<file path="src/rtl/izh_pkg.sv">
// Shared definitions for the Izhikevich parameter-load link: frame geometry,
// serializer state encoding and the slot order the on-chip loader expects.
package izh_pkg;

   localparam int PARAM_W    = 6;
   localparam int NUM_PARAMS = 4;
   localparam int FRAME_BITS = PARAM_W * NUM_PARAMS;

   typedef enum logic [0:0] {
      IDLE  = 1'b0,
      SHIFT = 1'b1
   } ser_state_t;

   // Slot order on the wire: a leaves first, d last, each parameter MSB-first.
   typedef enum logic [1:0] {
      PARAM_A = 2'd0,
      PARAM_B = 2'd1,
      PARAM_C = 2'd2,
      PARAM_D = 2'd3
   } param_slot_t;

   localparam bit MSB_FIRST = 1'b1;

   function automatic int slot_msb(input param_slot_t slot);
      return FRAME_BITS - 1 - int'(slot) * PARAM_W;
   endfunction

endpackage

</file>
<file path="src/rtl/izh_bit_timer.sv">
// Bit-period prescaler: while running, emits one bit_tick every BIT_CYCLES
// enabled cycles; held at zero when idle so every frame starts a fresh period.
module izh_bit_timer #(
   parameter int BIT_CYCLES = 1
) (
   input  logic clk,
   input  logic reset,
   input  logic enable,
   input  logic i_run,
   output logic o_bit_tick
);

   localparam int CNT_W = (BIT_CYCLES > 1) ? $clog2(BIT_CYCLES) : 1;
   localparam logic [CNT_W-1:0] LAST_CNT = CNT_W'(BIT_CYCLES - 1);

   logic [CNT_W-1:0] r_cnt;

   assign o_bit_tick = enable & i_run & (r_cnt == LAST_CNT);

   // NOTE: sequential state uses non-blocking assignments so every flop samples pre-edge values.
   always_ff @(posedge clk) begin
      if (reset) begin
         r_cnt <= '0;
      end else if (enable) begin
         if (!i_run || o_bit_tick) begin
            r_cnt <= '0;
         end else begin
            r_cnt <= r_cnt + 1'b1;
         end
      end
   end

endmodule

</file>
<file path="src/rtl/izh_param_serializer.sv">
// Shifts {a,b,c,d} out MSB-first as one frame on serial_data with load_mode
// framing it; done pulses once in the first idle cycle after the last bit.
module izh_param_serializer
   import izh_pkg::*;
#(
   parameter int PARAM_W    = izh_pkg::PARAM_W,
   parameter int NUM_PARAMS = izh_pkg::NUM_PARAMS,
   parameter int BIT_CYCLES = 1
) (
   input  logic               clk,
   input  logic               reset,
   input  logic               enable,
   input  logic               start,
   input  logic [PARAM_W-1:0] param_a,
   input  logic [PARAM_W-1:0] param_b,
   input  logic [PARAM_W-1:0] param_c,
   input  logic [PARAM_W-1:0] param_d,
   output logic               ready,
   output logic               load_mode,
   output logic               serial_data,
   output logic               done
);

   localparam int          FRAME_LEN = PARAM_W * NUM_PARAMS;
   localparam logic [4:0]  LAST_BIT  = 5'(FRAME_LEN - 1);

   ser_state_t             r_state;
   logic [FRAME_LEN-1:0]   r_shreg;
   logic [4:0]             r_bit_cnt;
   logic                   r_done;
   logic                   w_bit_tick;

   izh_bit_timer #(
      .BIT_CYCLES(BIT_CYCLES)
   ) u_bit_timer (
      .clk       (clk),
      .reset     (reset),
      .enable    (enable),
      .i_run     (r_state == SHIFT),
      .o_bit_tick(w_bit_tick)
   );

   // NOTE: the shift register is a plain datapath register but is reset too, so serial_data idles low.
   always_ff @(posedge clk) begin
      if (reset) begin
         r_state   <= IDLE;
         r_shreg   <= '0;
         r_bit_cnt <= '0;
         r_done    <= 1'b0;
      end else if (enable) begin
         r_done <= 1'b0;
         case (r_state)
            IDLE: begin
               if (start) begin
                  r_shreg   <= {param_a, param_b, param_c, param_d};
                  r_bit_cnt <= '0;
                  r_state   <= SHIFT;
               end
            end
            SHIFT: begin
               if (w_bit_tick) begin
                  // Zero fill leaves the register clear once the last bit has gone.
                  r_shreg <= {r_shreg[FRAME_LEN-2:0], 1'b0};
                  if (r_bit_cnt == LAST_BIT) begin
                     r_state <= IDLE;
                     r_done  <= 1'b1;
                  end else begin
                     r_bit_cnt <= r_bit_cnt + 1'b1;
                  end
               end
            end
            default: r_state <= IDLE;
         endcase
      end
   end

   assign ready       = (r_state == IDLE);
   assign load_mode   = (r_state == SHIFT);
   assign serial_data = r_shreg[FRAME_LEN-1];
   assign done        = r_done;

endmodule

</file>
<file path="config.mk">
export PLATFORM = sky130hd
export DESIGN_NAME = izh_param_serializer
export DESIGN_NICKNAME = d
export VERILOG_FILES = /design/src/rtl/izh_pkg.sv /design/src/rtl/izh_bit_timer.sv /design/src/rtl/izh_param_serializer.sv
export SDC_FILE = /design/constraint.sdc
export NUM_CORES = 1
export LEC_CHECK = 0
export CAP_MARGIN = 20
export CELL_PAD_IN_SITES_DETAIL_PLACEMENT = 0
export CELL_PAD_IN_SITES_GLOBAL_PLACEMENT = 1
export CORE_MARGIN = 8
export CORE_UTILIZATION = 30
export CTS_CLUSTER_DIAMETER = 100
export DETAILED_ROUTE_END_ITERATION = 10
export PLACE_DENSITY_LB_ADDON = 0.1
export RECOVER_POWER = 100
export SLEW_MARGIN = 10
export SYNTH_ARGS = -nofsm -noshare
export SYNTH_HDL_FRONTEND = slang
export SYNTH_SLANG_ARGS = --single-unit
</file>
<file path="constraint.sdc">
create_clock -name clk -period 3.39 [get_ports clk]
set_input_delay 0.678 -clock clk [delete_from_list [all_inputs] [get_ports clk]]
set_output_delay 0.678 -clock clk [all_outputs]
set_load 0.1 [all_outputs]
</file>
# Word-level counts from Yosys, hierarchy flattened
# Index checks and enable logic that the tools add are counted.
# totals
regBits,32
in_bits,28
out_inout_bits,4
# classes
addsub,2
n_eq_ne,4
muxes,15
n_bitwise,4
n_reduce_logical,4
# ops
operator,n
24-bit two-way mux,2
24-bit case mux with 2 select lines,1
5-bit two-way mux,3
5-bit case mux with 2 select lines,1
1-bit two-way mux,7
"5-bit by 1-bit adder with 5-bit output, second input constant",1
"5-bit == test, second input constant",1
"2-bit inequality test, second input constant",2
4-bit AND reduction,1
3-bit AND reduction,1
1-bit AND,2
"2-bit by 1-bit inequality test with 1-bit output, second input constant",1
1-bit NOT,2
1-bit case mux with 2 select lines,1
"1-bit adder, second input constant",1
1-bit logical NOT,1
1-bit logical OR,1

# Depth between registers and ports, before layout
# Gate-level depths: netlist of the first run.
# depth
depth_word,4
depth_mapped,6

# Modules after synthesis
# Synthesis of the first run repeated with hierarchy kept, for this count alone.
# unflattened
cells_unflattened,158
hier_area_um2,1656.6
# by_module_without_submodules
module,n_inst,cells_per_inst,area_each_um2,seq_area_each_um2
izh_param_serializer,1,155,1615.3,620.6
izh_bit_timer,1,3,41.3,20.0

# Worst setup path before layout of the first run
# OpenSTA, ideal clock, no wires.
# synth_path
kind,register -> output
start,"reg r_state, in the netlist load_mode"
end,out ready
arrival_ps,1548
slack_ps,1164
stages_incl_launch_ff,3
path_cell_list,dfxtp_1 buf_2 inv_2
# synth_via
elab_chain_cells,1
# synth_lines
item,line_no,rtl
start: declaration,izh_param_serializer.sv:27,ser_state_t r_state;
start signal: assignment,izh_param_serializer.sv:46,r_state <= IDLE;
start signal: assignment,izh_param_serializer.sv:57,r_state <= SHIFT;
start signal: assignment,izh_param_serializer.sv:65,r_state <= IDLE;
1-bit NOT,--,
end: declaration,izh_param_serializer.sv:18,"output logic ready,"
# Every way passes these cells.

# Worst setup path in the final report of the first run
# layout_path
start,"reg r_state, in the netlist load_mode"
end,out load_mode
# layout_lines
item,line_no,rtl
end: declaration,izh_param_serializer.sv:19,"output logic load_mode,"
# No word-level cell between the ends.

==> impl_metrics.py, run 1 <==
metrics = {
    "yosys": {
        "number_of_warnings_printed_during_yosys_synthesis": 0,
        "syn-instance-count": 185,
        "synth_nets": 214,
        "synth_compound_gate_area_share": 0.299,
        "post_synth_mux_area_share": 0.162,
        "synth_enable_flop_cells": 0,
        "seq_area_frac_synth": 0.357,
        "synth_xor_xnor_area_share": 0,
        "synth-adder-area-share": 0.00696,
        "synthArstFlopShare": 0,
        "yosys-top-cells-area": "sky130_fd_sc_hd__dfxtp_1 (36%), sky130_fd_sc_hd__a211oi_2 (13%), sky130_fd_sc_hd__mux2_2 (13%)",
        "syn-cell-area_sq_um": 1800,
        "area_share_of_and_or_nand_nor_cells_after_synthesis": 0.0669,
        "synth-main-ff-cell": "sky130_fd_sc_hd__dfxtp_1",
        "synth_top_family_by_area": "compound AO/OA/AOI/OAI gates",
        "synth-seq-cells": 32,
        "synthesis.area_per_instance_sq_um": 9.71,
        "top_area_cell_type_share_of_the_netlist_area": 0.357,
        "synthDominantAreaCellType": "sky130_fd_sc_hd__dfxtp_1",
        "synth_cell_types": 31,
    },
    "clock_tree": {
        "clk_root_buffer_cell": "sky130_fd_sc_hd__clkbuf_8",
        "cts_htree_levels": 2,
        "postCtsHoldBufs": 0,
        "cts_max_path_buffers": 2,
        "cts.sinks": 32,
        "cts_tree": "done",
        "postCtsSetupRepairBufs": 0,
        "postCtsResizedCells": 0,
        "tritoncts.num_buffers": 5,
        "clkLatencyLatePin_ns": 0.28,
        "clk_transition_reported_paths_ns": 0.07,
    },
    "die": {
        "die_width_um": 93.4,
        "initial_core_util": 0.307,
        "die-area_sq_um": 8720,
        "design.core.area_sq_um": 5850,
        "die-height_um": 93.4,
        "placement_rows": 28,
        "num_io_pins": 32,
    },
    "place": {
        "place.detailed.hpwl_um": 2750,
        "placed_cells_incl_taps": 278,
        "routabilityCongestion": 0.649,
        "numPortBuffers": 31,
        "placedInstanceArea_sq_um": 2140,
    },
    "global_route": {
        "globalRouteTotalUtil": 0.107,
        "antenna_found_initial": 0,
        "grt_residual_overflow": 0,
        "grt_first_pass_wirelength_um": 7450,
        "grt_start_max_net_pins": 33,
        "first_global_vias": 1513,
    },
    "final_layout": {
        "diodes": 0,
        "seq_area_sq_um": 641,
        "drive_above_1_share": 0.156,
        "final_util": 0.362,
        "areaGrowthSynthToFinish_pct": 17.8,
        "final_area_sq_um": 2120,
        "multi_input_comb_area_sq_um": 863,
        "nNetsFinal": 239,
        "fin_cells": 286,
        "num-fill-cells": 616,
    },
    "power_and_ir_drop": {
        "report.power.total_w": 0.000899,
        "static-leakage-power_nw": 0.734,
        "vdd_ir_drop_max_v": 0.000166,
        "power.density_cell_area_nw_per_um2": 425,
    },
    "sta": {
        "grt_setup_unrepaired": "false",
        "finalCritPeriodShare": 0.761,
        "final-max-slew-violation-count": 0,
        "final.setup.tns_ns": 0,
        "clock-skew-final_ns": 0.00297,
        "period_needed_ns": 2.58,
        "slew-limit-headroom": 0.226,
        "max_slew.worst_pin.slew_ns": 1.17,
        "hold_violations": 0,
        "final-setup-viol-count": 0,
        "achievable-frequency_ghz": 0.387,
    },
    "worst_setup_path": {
        "crit_arrival_ns": 1.90,
        "critical_path_buf_inv_count": 2,
        "timing.critical_path.required_ns": 2.71,
        "critPathTopFamily": "buffers and inverters",
        "cp-end-kind": "output port",
        "crit_path_cell_trace": "buf_4 > clkbuf_1",
        "crit_type": "reg -> out",
        "cpPeakStageDelay_ns": 0.91,
        "timing.critical_path.fanout_max": 32,
        "slowest_library_cell_on_the_worst_path": "sky130_fd_sc_hd__clkbuf_1",
        "critical_path.startpoint_type": "flop",
    },
    "worst_hold_path": {
        "min-delay-path-class": "reg -> reg",
    },
    "routing": {
        "route.detailed.vias_per_inst": 5.12,
        "route.detailed.drc": 0,
        "detailedRoute.firstPassIterationCount": 4,
        "drtAntennaViolNets": 0,
        "routed_wl_um": 4400,
        "routed-via-count": 1464,
        "dr.first_iter.drc_count": 34,
        "wire_per_inst_um": 15.4,
    },
    "outcome": {
        "outcome": "complete, no violations",
    },
    "job": {
        "max_cap_viols": 0,
    },
}
[final timing paths]
kind / depth (start not counted) / startpoint / slack [ns] / endpoint
setup reg to reg: 5 / load_mode / 1.37 / r_bit_cnt[1]
hold / removal: 2 / r_shreg[12] / 0.45 / r_shreg[12]
setup / recovery: 2 / load_mode / 0.81 / load_mode
hold reg to reg: 2 / r_shreg[12] / 0.45 / r_shreg[12]
[sequential cells by signal (all words and copies together), names as in the netlist]
signal / flops
r_shreg: 24
r_bit_cnt: 5
done: 1
load_mode: 1
u_bit_timer.r_cnt: 1
[cells by family (layout without fill, tap and decap cells)]
family	count (synthesis)	after routing
flops	32	32
mux	26	26
buf+inv	46	72
compound gates	59	59
simple gates	21	21
fa+ha+maj	1	1
[cell usage in the layout (no fill, tap or decap), drive strengths merged, types with 4 or more instances in the layout]
cell | Yosys | layout
a211oi | 46 | 46
mux2 | 24 | 24
dfxtp | 32 | 32
nand2 | 4 | 4
inv | 28 | 28
buf | 9 | 5
clkbuf | 9 | 12
clkdlybuf4s50 | 0 | 26
[routing by layer]
| metal | up-vias | global-route usage | share of wire |
|---|---|---|---|
| met5 | - | 0 | 0 |
| met4 | 0 | 0.0443 | 0.016 |
| met3 | 8 | 0.0337 | 0.053 |
| met2 | 42 | 0.165 | 0.44 |
| met1 | 695 | 0.134 | 0.49 |
| li1 | 719 | - | - |
[Yosys cell counts, types with 2 or more instances]
cell,n
sky130_fd_sc_hd__nand2_1,4
sky130_fd_sc_hd__inv_1,26
sky130_fd_sc_hd__and3_1,3
sky130_fd_sc_hd__nand3_1,3
sky130_fd_sc_hd__a221oi_1,2
sky130_fd_sc_hd__mux2_1,4
sky130_fd_sc_hd__a211oi_2,19
sky130_fd_sc_hd__inv_2,2
sky130_fd_sc_hd__nor2b_1,3
sky130_fd_sc_hd__a211oi_1,27
sky130_fd_sc_hd__nand2b_1,2
sky130_fd_sc_hd__dfxtp_1,32
sky130_fd_sc_hd__mux2_2,20
sky130_fd_sc_hd__buf_6,2
sky130_fd_sc_hd__mux2i_1,2
sky130_fd_sc_hd__o21ai_0,3
sky130_fd_sc_hd__clkbuf_1,9
sky130_fd_sc_hd__a21oi_1,3
sky130_fd_sc_hd__buf_2,7
[per-stage QoR]
step / setup WS [ns] / hold slack, ns
2_1_floorplan: 1.16 / 0.430
3_3_place_gp: 0.829 / 0.445
3_5_place_dp: 0.754 / 0.447
4_1_cts: 1.06 / 0.460
5_1_grt: 0.616 / 0.477
6_report: 0.809 / 0.453
[report_power, final]
| part | leakage (nW) | switching (W) | internal (W) |
|---|---|---|---|
| combinational | 0.425 | 0.0000957 | 0.0000810 |
| sequential | 0.263 | 0.0000114 | 0.000401 |
| clock | 0.0455 | 0.000144 | 0.000166 |
| total | 0.734 | 0.000251 | 0.000648 |
[worst register-to-register path, stage by stage, from the launching register on]
cell and delay (ns):
sky130_fd_sc_hd__dfxtp_1 0.33, sky130_fd_sc_hd__buf_4 0.38, sky130_fd_sc_hd__nand2b_1 0.12, sky130_fd_sc_hd__buf_4 0.25, sky130_fd_sc_hd__a221oi_1 0.63, sky130_fd_sc_hd__mux2i_1 0.25
[area by class of cell]
cell class,count,share of cell area
inverters,28,0.0497
multi-input cells,107,0.408
clock buffers,8,0.0426
flip-flops and latches,32,0.303
well taps,75,0.0444
repair buffers,36,0.153
No activity file was read; power rests on OpenSTA's default activity.
==> inputs of run 2 (changes only) <==
==> constraint.sdc (replaced) <==
create_clock -name clk -period 2.3 [get_ports clk]
set_input_delay 0.46 -clock clk [delete_from_list [all_inputs] [get_ports clk]]
set_output_delay 0.46 -clock clk [all_outputs]
set_load 0.1 [all_outputs]
==> run 2 against run 1 <==
- sequential cell count did not move
- non-clock buffer count is 6 higher
- design area rose by 5.4%
- die area did not move
- power up 50%
- combinational power up 61%
- utilization grew 2.0 points
- sequential share of layout area is 1.6 points lower
- worst setup slack worse by 0.46 ns
- global-route usage fell by 0.36 points
- cell count up 2.1%
- critical path type unchanged
==> impl_metrics.py, run 2 (same netlist as run 1, synthesis figures left out) <==
metrics = {
    "worst_setup_path": {
        "critical_path_buf_inv_count": 1,
        "cpPeakStageDelay_ns": 0.87,
        "timing.critical_path.required_ns": 1.84,
        "crit_type": "reg -> out",
        "timing.critical_path.fanout_max": 2,
        "slowest_library_cell_on_the_worst_path": "sky130_fd_sc_hd__clkbuf_1",
        "cp-end-kind": "output port",
        "crit_path_cell_trace": "clkbuf_1",
        "critPathTopFamily": "buffers and inverters",
        "critical_path.startpoint_type": "flop",
        "crit_arrival_ns": 1.49,
    },
    "die": {
        "placement_rows": 28,
        "die-height_um": 93.4,
        "die_width_um": 93.4,
        "initial_core_util": 0.307,
        "num_io_pins": 32,
        "design.core.area_sq_um": 5850,
        "die-area_sq_um": 8720,
    },
    "place": {
        "placedInstanceArea_sq_um": 2210,
        "routabilityCongestion": 0.702,
        "place.detailed.hpwl_um": 2990,
        "numPortBuffers": 31,
    },
    "clock_tree": {
        "postCtsResizedCells": 0,
        "postCtsSetupRepairBufs": 0,
        "clkLatencyLatePin_ns": 0.28,
        "clk_root_buffer_cell": "sky130_fd_sc_hd__clkbuf_8",
        "cts.sinks": 32,
        "cts_tree": "done",
        "cts_max_path_buffers": 2,
        "cts_htree_levels": 2,
        "tritoncts.num_buffers": 5,
        "clk_transition_reported_paths_ns": 0.07,
        "postCtsHoldBufs": 0,
    },
    "sta": {
        "slew-limit-headroom": 0.225,
        "period_needed_ns": 1.95,
        "finalCritPeriodShare": 0.847,
        "hold_violations": 0,
        "final-setup-viol-count": 0,
        "grt_setup_unrepaired": "false",
        "clock-skew-final_ns": 0.00515,
        "max_slew.worst_pin.slew_ns": 1.17,
        "final.setup.tns_ns": 0,
        "achievable-frequency_ghz": 0.513,
        "final-max-slew-violation-count": 0,
    },
    "global_route": {
        "grt.met1_usage": 0.125,
        "globalRouteMet2Util": 0.159,
        "top_usage_layer": "met2",
        "globalRouteTotalUtil": 0.103,
        "grt_residual_overflow": 0,
        "met3_layer_usage_reported_by_global_route": 0.0409,
        "first_global_vias": 1535,
        "antenna_found_initial": 0,
        "grt_first_pass_wirelength_um": 7200,
        "grt_start_max_net_pins": 27,
    },
    "final_layout": {
        "drive_above_1_share": 0.230,
        "diodes": 0,
        "largest_register_ff_count": 24,
        "final_area_sq_um": 2230,
        "mostFrequentLayoutCell": "sky130_fd_sc_hd__a211oi_1",
        "nNetsFinal": 245,
        "most-common-layout-cells": "sky130_fd_sc_hd__a211oi_1 (38), sky130_fd_sc_hd__dfxtp_1 (32), sky130_fd_sc_hd__inv_1 (27)",
        "areaGrowthSynthToFinish_pct": 24.2,
        "largest_register": "r_shreg",
        "top_registers": "r_shreg x24, r_bit_cnt x5",
    },
    "routing": {
        "route.detailed.drc": 0,
        "dr.first_iter.drc_count": 49,
        "route.detailed.vias_per_inst": 5.06,
        "drtAntennaViolNets": 0,
        "routed_wl_um": 4290,
        "wire_per_inst_um": 14.7,
        "detailedRoute.firstPassIterationCount": 3,
        "routed-via-count": 1478,
    },
    "job": {
        "max_cap_viols": 0,
    },
    "outcome": {
        "outcome": "complete, no violations",
    },
    "power_and_ir_drop": {
        "vdd_ir_drop_max_v": 0.000203,
        "power.density_cell_area_nw_per_um2": 603,
        "static-leakage-power_nw": 0.788,
    },
    "worst_hold_path": {
        "min-delay-path-class": "reg -> reg",
    },
}
-- run 2: changes by cell type in the layout (fill, tap and decap cells not counted) --
cell                       before  now
sky130_fd_sc_hd__a211oi_1      45   38
sky130_fd_sc_hd__a211oi_2       1    8
sky130_fd_sc_hd__buf_4          5    9
sky130_fd_sc_hd__clkbuf_1       6    3
sky130_fd_sc_hd__buf_12         0    2
sky130_fd_sc_hd__clkinv_2       0    2
sky130_fd_sc_hd__a221oi_1       3    2
sky130_fd_sc_hd__a221oi_2       0    1
sky130_fd_sc_hd__clkbuf_2       0    1
-- run 2: path summary, 6_finish.rpt --
path	from	end	slack, ns	depth (start not counted)
worst min register to register	r_shreg[8]	r_shreg[8]	0.45	2
worst min-delay path	r_shreg[8]	r_shreg[8]	0.45	2
worst max register to register	load_mode	r_bit_cnt[0]	0.51	5
worst max-delay path	r_shreg[23]	serial_data	0.35	1
-- run 2: stage by stage --
| stage | total power [W] | instances | utilization | worst slack, ns | hold slack, ns |
|---|---|---|---|---|---|
| 2_1_floorplan | 0.000826 | 185 | - | 0.151 | 0.430 |
| 4_1_cts | 0.00139 | 292 | 0.393 | 0.599 | 0.460 |
| 3_5_place_dp | 0.000928 | 284 | 0.377 | 0.319 | 0.445 |
| 5_1_grt | 0.00142 | 292 | 0.381 | 0.288 | 0.469 |
| 6_report | 0.00135 | 292 | 0.381 | 0.352 | 0.454 |
| 3_3_place_gp | 0.000925 | 284 | 0.377 | 0.353 | 0.444 |
-- run 2: layer usage --
| layer | up-vias | part of all wire |
|---|---|---|
| met5 | - | 0 |
| met3 | 7 | 0.061 |
| met2 | 28 | 0.44 |
| met4 | 0 | 0.015 |
| li1 | 733 | - |
| met1 | 710 | 0.48 |
-- run 2: layout make-up --
| class | instances | area (sq um) |
|---|---|---|
| Multi-Input combinational cell | 107 | 905 |
| Inverter | 28 | 105 |
| Clock buffer | 6 | 82.6 |
| Timing Repair Buffer | 42 | 394 |
| Tap cell | 75 | 93.8 |
| Sequential cell | 32 | 641 |
| Fill cell | 595 | 3620 |
| Clock inverter | 2 | 10.0 |
-- run 2: power breakdown --
part | switching, W | internal (W) | total, W
Clock | 0.000213 | 0.000239 | 0.000451
Sequential | 0.0000178 | 0.000592 | 0.000609
Combinational | 0.000147 | 0.000138 | 0.000285
Total | 0.000377 | 0.000968 | 0.00135
